### src/rtl/irq_pend_unit.sv
// rtl/irq_pend_unit.sv - per-vector interrupt synchroniser, edge/level detect and pend/overrun state
module irq_pend_unit #(
    parameter int unsigned        VecSize    = 8,
    parameter int unsigned        VecWidth   = (VecSize > 1) ? $clog2(VecSize) : 1,
    parameter int unsigned        SyncStages = 2,
    parameter logic [VecSize-1:0] EdgeTrig   = '1
) (
    input  logic                clk,
    input  logic                reset,
    input  logic [VecSize-1:0]  irq_in,
    input  logic [VecSize-1:0]  sw_set,
    input  logic [VecSize-1:0]  sw_clr,
    input  logic                ack_valid,
    input  logic [VecWidth-1:0] ack_vec,
    output logic [VecSize-1:0]  pend,
    output logic [VecSize-1:0]  overrun,
    output logic                pend_any
);

    logic [SyncStages-1:0][VecSize-1:0] sync_q, sync_d;
    logic [VecSize-1:0]                 prev_q, prev_d;
    logic [VecSize-1:0]                 pend_q, pend_d;
    logic [VecSize-1:0]                 overrun_q, overrun_d;
    logic                               pend_any_q, pend_any_d;

    logic [VecSize-1:0] sync_out;
    logic [VecSize-1:0] edge_det;
    logic [VecSize-1:0] ack_hit;
    logic [VecSize-1:0] edge_pend;

    // Stage 0 samples the raw lines; the last stage is the metastability-safe view.
    always_comb begin
        sync_d   = {sync_q[SyncStages-2:0], irq_in};
        sync_out = sync_q[SyncStages-1];
        prev_d   = sync_out;
        edge_det = sync_out & ~prev_q;
    end

    // Out-of-range indices simply match no vector.
    always_comb begin
        ack_hit = '0;
        if (ack_valid) begin
            for (int unsigned k = 0; k < VecSize; k++) begin
                if (32'(ack_vec) == k) begin
                    ack_hit[k] = 1'b1;
                end
            end
        end
    end

    // Edge pends: clear beats set beats ack, so an edge racing its own ack is kept.
    always_comb begin
        edge_pend  = ~sw_clr & (edge_det | sw_set | (pend_q & ~ack_hit));
        pend_d     = (EdgeTrig & edge_pend) | (~EdgeTrig & sync_out);
        overrun_d  = EdgeTrig & ~sw_clr & (overrun_q | (edge_det & pend_q & ~ack_hit));
        pend_any_d = |pend_q;
    end

    always_ff @(posedge clk or negedge reset) begin
        if (!reset) begin
            sync_q     <= '0;
            prev_q     <= '0;
            pend_q     <= '0;
            overrun_q  <= '0;
            pend_any_q <= 1'b0;
        end else begin
            sync_q     <= sync_d;
            prev_q     <= prev_d;
            pend_q     <= pend_d;
            overrun_q  <= overrun_d;
            pend_any_q <= pend_any_d;
        end
    end

    assign pend     = pend_q;
    assign overrun  = overrun_q;
    assign pend_any = pend_any_q;

endmodule

### config.mk
export PLATFORM = sky130hd
export DESIGN_NAME = irq_pend_unit
export DESIGN_NICKNAME = d
export VERILOG_FILES = /design/src/rtl/irq_pend_unit.sv
export SDC_FILE = /design/constraint.sdc
export NUM_CORES = 1
export LEC_CHECK = 0
export CAP_MARGIN = 20
export CORE_ASPECT_RATIO = 0.5
export CORE_MARGIN = 8
export CORE_UTILIZATION = 47
export DETAILED_ROUTE_END_ITERATION = 10
export GPL_TIMING_DRIVEN = 0
export PLACE_DENSITY = 0.82
export SLEW_MARGIN = 0
export SYNTH_ARGS = -nofsm -noshare
export SYNTH_HDL_FRONTEND = slang
export SYNTH_SLANG_ARGS = --single-unit
### constraint.sdc
create_clock -name clk -period 1.74 [get_ports clk]
set_input_delay 0.261 -clock clk [delete_from_list [all_inputs] [get_ports clk]]
set_output_delay 0.261 -clock clk [all_outputs]
set_load 0.03 [all_outputs]
Word-level counts from Yosys, hierarchy flattened --
Cells that the tools add are included.
Operators by class: equality and inequality tests 7, mux-type cells 9, bitwise logic cells 12, reduce and logical (&&, ||, !) cells 2
Operators by type and width (number):
- $and A8 B8 Y8 | 6
- $not A8 Y8 | 3
- $or A8 B8 Y8 | 3
- $eq A3 B3 Y1 const B | 4
- $mux W1 | 8
- $mux W8 | 1
- $reduce_or A8 Y1 | 1
- $eq A3 B2 Y1 const B | 2
- $eq A3 B1 Y1 const B | 1
- $logic_not A3 Y1 | 1
Storage, ports and cells: bits in registers 41, output and inout port bits 17

Depth between registers and ports, before layout --
Gate-level depths: netlist of run 1.
word-level depth 7, depth in mapped cells 3, mapped depth without buffers 3

Worst setup path before layout of run 1 --
Ideal clock, no wire load.
path kind input port to flip-flop, start input port ack_vec[2], end register overrun_q[0] (netlist: overrun[0]), library setup time 125 ps, arrival 929 ps, slack 686 ps, cell stages on the path 3, path through or4b_1 nand3b_1 o22ai_1
On the way: longest elaborated chain between the ends 7
Ends and longest elaborated chain:
- from (decl) | line 14 | input logic [VecWidth-1:0] ack_vec,
- $logic_not A3 Y1 | line 44 | if (32'(ack_vec) == k) begin
- $mux W1 | line 44
- $mux W8 | line 42 | if (ack_valid) begin
- $not A8 Y8 | line 55 | overrun_d = EdgeTrig & ~sw_clr & (overrun_q | (edge_det & pend_q & ~ack_hit));
- $and A8 B8 Y8 | line 55
- $or A8 B8 Y8 | line 55
- $and A8 B8 Y8 | line 55
- named net overrun_d[0] | line 23 | logic [VecSize-1:0] overrun_q, overrun_d;
- to (signal assigned) | line 70 | overrun_q <= overrun_d;
- to (decl) | line 23
The timed path passes the listed nets, and every way through them passes these cells.

Worst setup path in the final report of run 1 --
start register pend_q[7] (netlist: pend[7]), end output port pend[7]
RTL lines:
- from (decl) | line 22 | logic [VecSize-1:0] pend_q, pend_d;
- from (signal assigned) | line 69 | pend_q <= pend_d;
- to (decl) | line 15 | output logic [VecSize-1:0] pend,
No word-level cell between the ends.

==> results of run 1 <==
[per-layer routing]
layer  vias to the layer above  track usage (%)  part of all wire, %
met3                         4             4.51                  5.2
met2                        20             21.5                   52
met4                         0             7.92                  2.0
met5                         -                0                    0
li1                        457                -                    -
met1                       432             12.7                   41
[stage by stage]
| stage | total power, mW | util (%) | setup slack [ps] | cell area [um2] |
|---|---|---|---|---|
| floorplan | 1.17 | - | 686 | 1390 |
| global placement | 1.34 | 65.5 | -503 | 1900 |
| detailed placement | 1.35 | 65.3 | 59.3 | 1900 |
| CTS | 2.13 | 69.4 | 99.0 | 2020 |
| global route | 2.19 | 69.4 | 64.2 | 2020 |
| finish | 2.10 | 69.4 | 115 | 2020 |
[cells by family (layout without fill, tap and decap cells)]
kind of cell           count (synthesis)  count (layout)  share of synthesized area, %
and+or+nand+nor                       26              26                          12.8
AOI/OAI and AO/OA                     21              21                          10.1
buffers and inverters                 13              67                          3.50
DFF                                   41              41                          73.6
[cells in the mapped netlist (all sizes together)]
| cell type | count | area share, % |
|---|---|---|
| dfrtp | 41 | 74 |
| nand3b | 4 | 2.2 |
| nand4b | 1 | 0.63 |
| o311ai | 4 | 2.5 |
| o2bb2ai | 3 | 1.9 |
| inv | 13 | 3.5 |
| a21oi | 1 | 0.36 |
| or4b | 1 | 0.72 |
| o22ai | 4 | 1.8 |
| o32ai | 1 | 0.63 |
| nand2 | 2 | 0.54 |
| nand4bb | 2 | 1.6 |
| o21ai | 8 | 2.9 |
| nand2b | 7 | 3.1 |
| nor4 | 2 | 0.90 |
| nor2b | 7 | 3.1 |
[flip-flops by register name, summed over array words and instances, names as in the netlist]
signal,count
prev_d,8
pend,8
pend_any,1
prev_q,8
sync_d,8
overrun,8
[worst max path at each step]
stage | from | to | slack, ps | depth (start not counted)
after floorplan | ack_vec[2] | overrun[0] | 690 | 3
after global placement | reset | prev_q[0] | -500 | 1
after detailed placement | ack_valid | pend[2] | 60 | 4
after CTS | pend[0] | pend[0] | 100 | 1
after global routing | pend[4] | pend[4] | 60 | 1
final | pend[7] | pend[7] | 110 | 1
[power groups by stage]
stage                     sequential [mW]  combinational (mW)  clock (mW)
after floorplan                      1.12              0.0529           0
after global placement               1.06               0.279           0
after detailed placement             1.06               0.283           0
after CTS                            1.04               0.285       0.798
after global routing                 1.05               0.303       0.835
final                                1.04               0.281       0.775
[area by class of cell]
type | instances | share of cell area, %
clock inverter | 2 | 1.86
clock buffer | 6 | 4.09
timing repair buffer | 46 | 22.6
sequential | 41 | 50.8
multi-input combinational | 47 | 15.8
inverter | 13 | 2.42
tap | 40 | 2.48
==> results.ini, run 1 <==
[setup_path]
end_kind=output pin
worst_path_max_delay_cell=clkdlybuf4s50_1
crit_path_cell_trace=clkdlybuf4s50_1
r2r-start=pend[6]
cp.arrival_ps=1360
worstSetupPathType=reg2out
critPathBufInv=1
crit_path_max_fanout=3
max_stage_delay_ps=690
rrSetupSlack_ps=800
cp_top_family=buffers and inverters
r2r.worst_path.cells=2
worstPathRequired_ps=1480
reg2reg_to=pend_any
cp-start-kind=register

[layout]
multi_input_area_um2=319
area_delta_synth_final_pct=44.9
regArea_um2=1030
final_nets=184
instances_no_fill=195
final_common_cell=clkdlybuf4s50_1
insertedDiodeCount=0
layout_common_cells=clkdlybuf4s50_1, dfrtp_1, inv_1, nand2b_1, nor2b_1
fillers=202
drive_gt1_share_pct=5.81

[global_route]
grt_usage_pct=12.2
gr-total-overflow=0
grt_pass1_wl_um=4510
grt_max_degree=42
antenna_found_initial=0
grt_pass1_vias=955

[synthesis]
syn_area_um2=1390
syn-num-nets=131
ys_seq_area_share_pct=73.6
yosys_warnings=0
avgSynthCellArea_um2=13.8
syn_inst=101
ys_ff_latch=41
synthDistinctLibCells=18

[job]
cap_viol_max_count=0

[clock_network]
htree_levels=2
clkTransAtPathRegs_ps=80
cts_tree=done
cts_buffers=5
post_cts_buffers=0
clk_path_buf_depth=2
holdBufCountCts=0
clkSinkCount=41
clock-root-buffer=clkbuf_8
ctsResizeCount=0
clkLatencyLatePin_ps=290

[routing]
firstDrtPassIters=3
antenna_left=0
totalWireLength_um=2770
drc=0
drt_iter0_drc=23
num_vias=913
viasPerCell=4.68
avgRoutedWirePerCell_um=14.2

[power]
ir_drop_uv=673
switching_share_pct=23.0
comb_power_share_pct=13.4
p_int_mw=1.62
clkPwrFrac_pct=36.9
seqPwrFrac_pct=49.7
switchingPower_mw=0.482
leakage_nw=0.850
power_density_nw_per_um2=1040

[hold_path]
holdCritPathClass=in2async

[die]
core_area_um2=2910
dieWidth_um=93.0
fp-row-count=14
start_util_pct=47.9
io_pins=47
dieArea_um2=5070
die_h_um=54.5

[sta]
max_slew_margin_pct=43.0
rsz0062_at_grt=no
worst_slew_pin_slew_ps=855
timing.final.crit_share_pct=93.4
hold_slack_ps=78.2
slew_viol_final=0
fin_crit_ps=1630
fmax_ghz=0.615
clock_skew_ps=3.46
report.final.hold_viol_count=0
setup_violations=0
setup_tns_ps=0

[placed_design]
dp_cells=187
gp_congestion=0.766
io_buffers=46
hpwl_um=2160

[outcome]
outcome=finished clean

No activity file was read; power rests on OpenSTA's default activity.
==> run 2: changes to the inputs <==
--- a/config.mk
+++ b/config.mk
@@ -12,7 +12,8 @@
 export DETAILED_ROUTE_END_ITERATION = 10
 export GPL_TIMING_DRIVEN = 0
 export PLACE_DENSITY = 0.82
-export SLEW_MARGIN = 0
+export SKIP_LAST_GASP = 1
+export SLEW_MARGIN = 10
 export SYNTH_ARGS = -nofsm -noshare
 export SYNTH_HDL_FRONTEND = slang
 export SYNTH_SLANG_ARGS = --single-unit
==> results.ini, run 2 (synthesis gave the netlist of run 1 again) <==
[outcome]
outcome=finished clean

[routing]
totalWireLength_um=2750  ; -0.87%
antenna_left=0  ; unchanged
firstDrtPassIters=4  ; +1
num_vias=918  ; +0.55%
drt_iter0_drc=25  ; +8.7%
viasPerCell=4.66  ; -0.47%
avgRoutedWirePerCell_um=14.0  ; -1.9%
drc=0  ; unchanged

[die]
die_h_um=54.5  ; unchanged
dieArea_um2=5070  ; unchanged
core_area_um2=2910  ; unchanged
fp-row-count=14  ; unchanged
io_pins=47  ; unchanged
start_util_pct=47.9  ; unchanged
dieWidth_um=93.0  ; unchanged

[placed_design]
gp_congestion=0.766  ; unchanged
place_area_um2=1930  ; +1.4%
hpwl_um=2230  ; +3.6%
io_buffers=46  ; unchanged
dp_cells=188  ; +0.53%

[global_route]
grt_usage_pct=11.8  ; -0.39 points
grt_max_degree=23  ; -45%
gr-total-overflow=0  ; unchanged
grt_pass1_vias=971  ; +1.7%
grt_pass1_wl_um=4440  ; -1.5%
antenna_found_initial=0  ; unchanged

[layout]
final_common_cell=clkdlybuf4s50_1
layout_common_cells=clkdlybuf4s50_1, dfrtp_1, inv_1, nand2b_1, nor2b_1
finalInstanceArea_um2=2060  ; +1.9%
insertedDiodeCount=0  ; unchanged
area_delta_synth_final_pct=47.6
final_nets=186  ; +1.1%
final_core_utilization_pct=70.7  ; +1.3 points
drive_gt1_share_pct=6.37  ; +0.56 points
instances_no_fill=197  ; +1.0%

[setup_path]
max_stage_delay_ps=690  ; about the same
cp-start-kind=register
r2r-start=pend[6]
crit_path_cell_trace=clkdlybuf4s50_1
worstPathRequired_ps=1480  ; about the same
cp_top_family=buffers and inverters
end_kind=output pin
r2r.worst_path.cells=2  ; unchanged
crit_start=pend[4]
worstSetupPathType=reg2out
cp.depth=1  ; unchanged
worst_path_max_delay_cell=clkdlybuf4s50_1
reg2reg_to=pend_any
rrSetupSlack_ps=800  ; about the same
crit_path_max_fanout=3  ; unchanged
critPathBufInv=1  ; unchanged
cp.arrival_ps=1360  ; about the same

[sta]
fmax_ghz=0.617  ; +0.34%
max_slew_margin_pct=67.5  ; +25 points
timing.final.crit_share_pct=93.1  ; -0.32 points
report.final.hold_viol_count=0  ; unchanged
fin_crit_ps=1620  ; -5.49 ps
worst_slew_pin_slew_ps=488  ; -368 ps
setup_tns_ps=0  ; unchanged
setup_violations=0  ; unchanged
slew_viol_final=0  ; unchanged
clock_skew_ps=4.32  ; +0.862 ps
rsz0062_at_grt=no

[clock_network]
cts_tree=done
clk_path_buf_depth=2  ; unchanged
clock-root-buffer=clkbuf_8
post_cts_buffers=0  ; unchanged
clkSinkCount=41  ; unchanged
cts_buffers=5  ; unchanged
htree_levels=2  ; unchanged
holdBufCountCts=1  ; +1
clkLatencyLatePin_ps=280  ; about the same
ctsResizeCount=0  ; unchanged
clkTransAtPathRegs_ps=70  ; about the same

[hold_path]
whs_endpoint=prev_d[2]
min_delay_path_depth=0
min-delay-start=sync_d[10]
holdCritPathClass=reg2reg

[power]
seqPwrFrac_pct=49.5  ; -0.2 points
comb_power_share_pct=13.8  ; +0.4 points
ir_drop_uv=582  ; -14%
p_total_mw=2.10  ; +0.31%
power_density_nw_per_um2=1020  ; -1.5%
p_int_mw=1.62  ; +0.47%
clkPwrFrac_pct=36.7  ; -0.2 points
switching_share_pct=22.8  ; -0.12 points
leakage_nw=0.866  ; +2.0%
switchingPower_mw=0.481  ; -0.23%

[job]
cap_viol_max_count=0  ; unchanged

run 2: cell count changes in the layout (fill, tap and decap cells not counted):
cell | before | now
dlygate4sd3_1 | 0 | 1
buf_16 | 0 | 1
run 2: worst max-delay path by stage:
stage,endpoint
after global routing,pend[4]
final,pend[4]
after CTS,pend[4]
after global placement,prev_q[0]
after floorplan,overrun[0]
after detailed placement,pend[2]
run 2: routing by layer:
layer,vias up,track usage (%),routed length (um)
li1,464,-,-
met1,430,13.0,1130
met2,20,19.7,1430
met3,4,4.65,152
met4,0,7.12,37
met5,-,0,0
run 2: worst register-to-register path, delay by kind of cell, from the launching register on:
kind          cells  cell delay (ps)
simple gates      2              430
flops             1              400
run 2: area by class of cell:
cell class	count	area, um2
well taps	40	50.0
flip-flops and latches	41	1030
repair buffers	48	493
inverters	13	48.8
multi-input cells	47	319
clock inverters	2	37.5
clock buffers	6	82.6
fillers	197	851
run 2: power groups by stage:
stage	registers (mW)	clock network (mW)	logic [mW]
after floorplan	1.12	0	0.0529
after global placement	1.06	0	0.279
after detailed placement	1.06	0	0.292
after CTS	1.04	0.800	0.294
after global routing	1.05	0.831	0.313
final	1.04	0.772	0.290
run 2: stage by stage:
step | hold slack, ps | worst slack [ps]
6_report | 350 | 120
5_1_grt | 360 | 65.3
4_1_cts | 352 | 98.9
3_5_place_dp | 249 | 63.5
3_3_place_gp | 332 | -503
2_1_floorplan | -34.6 | 686
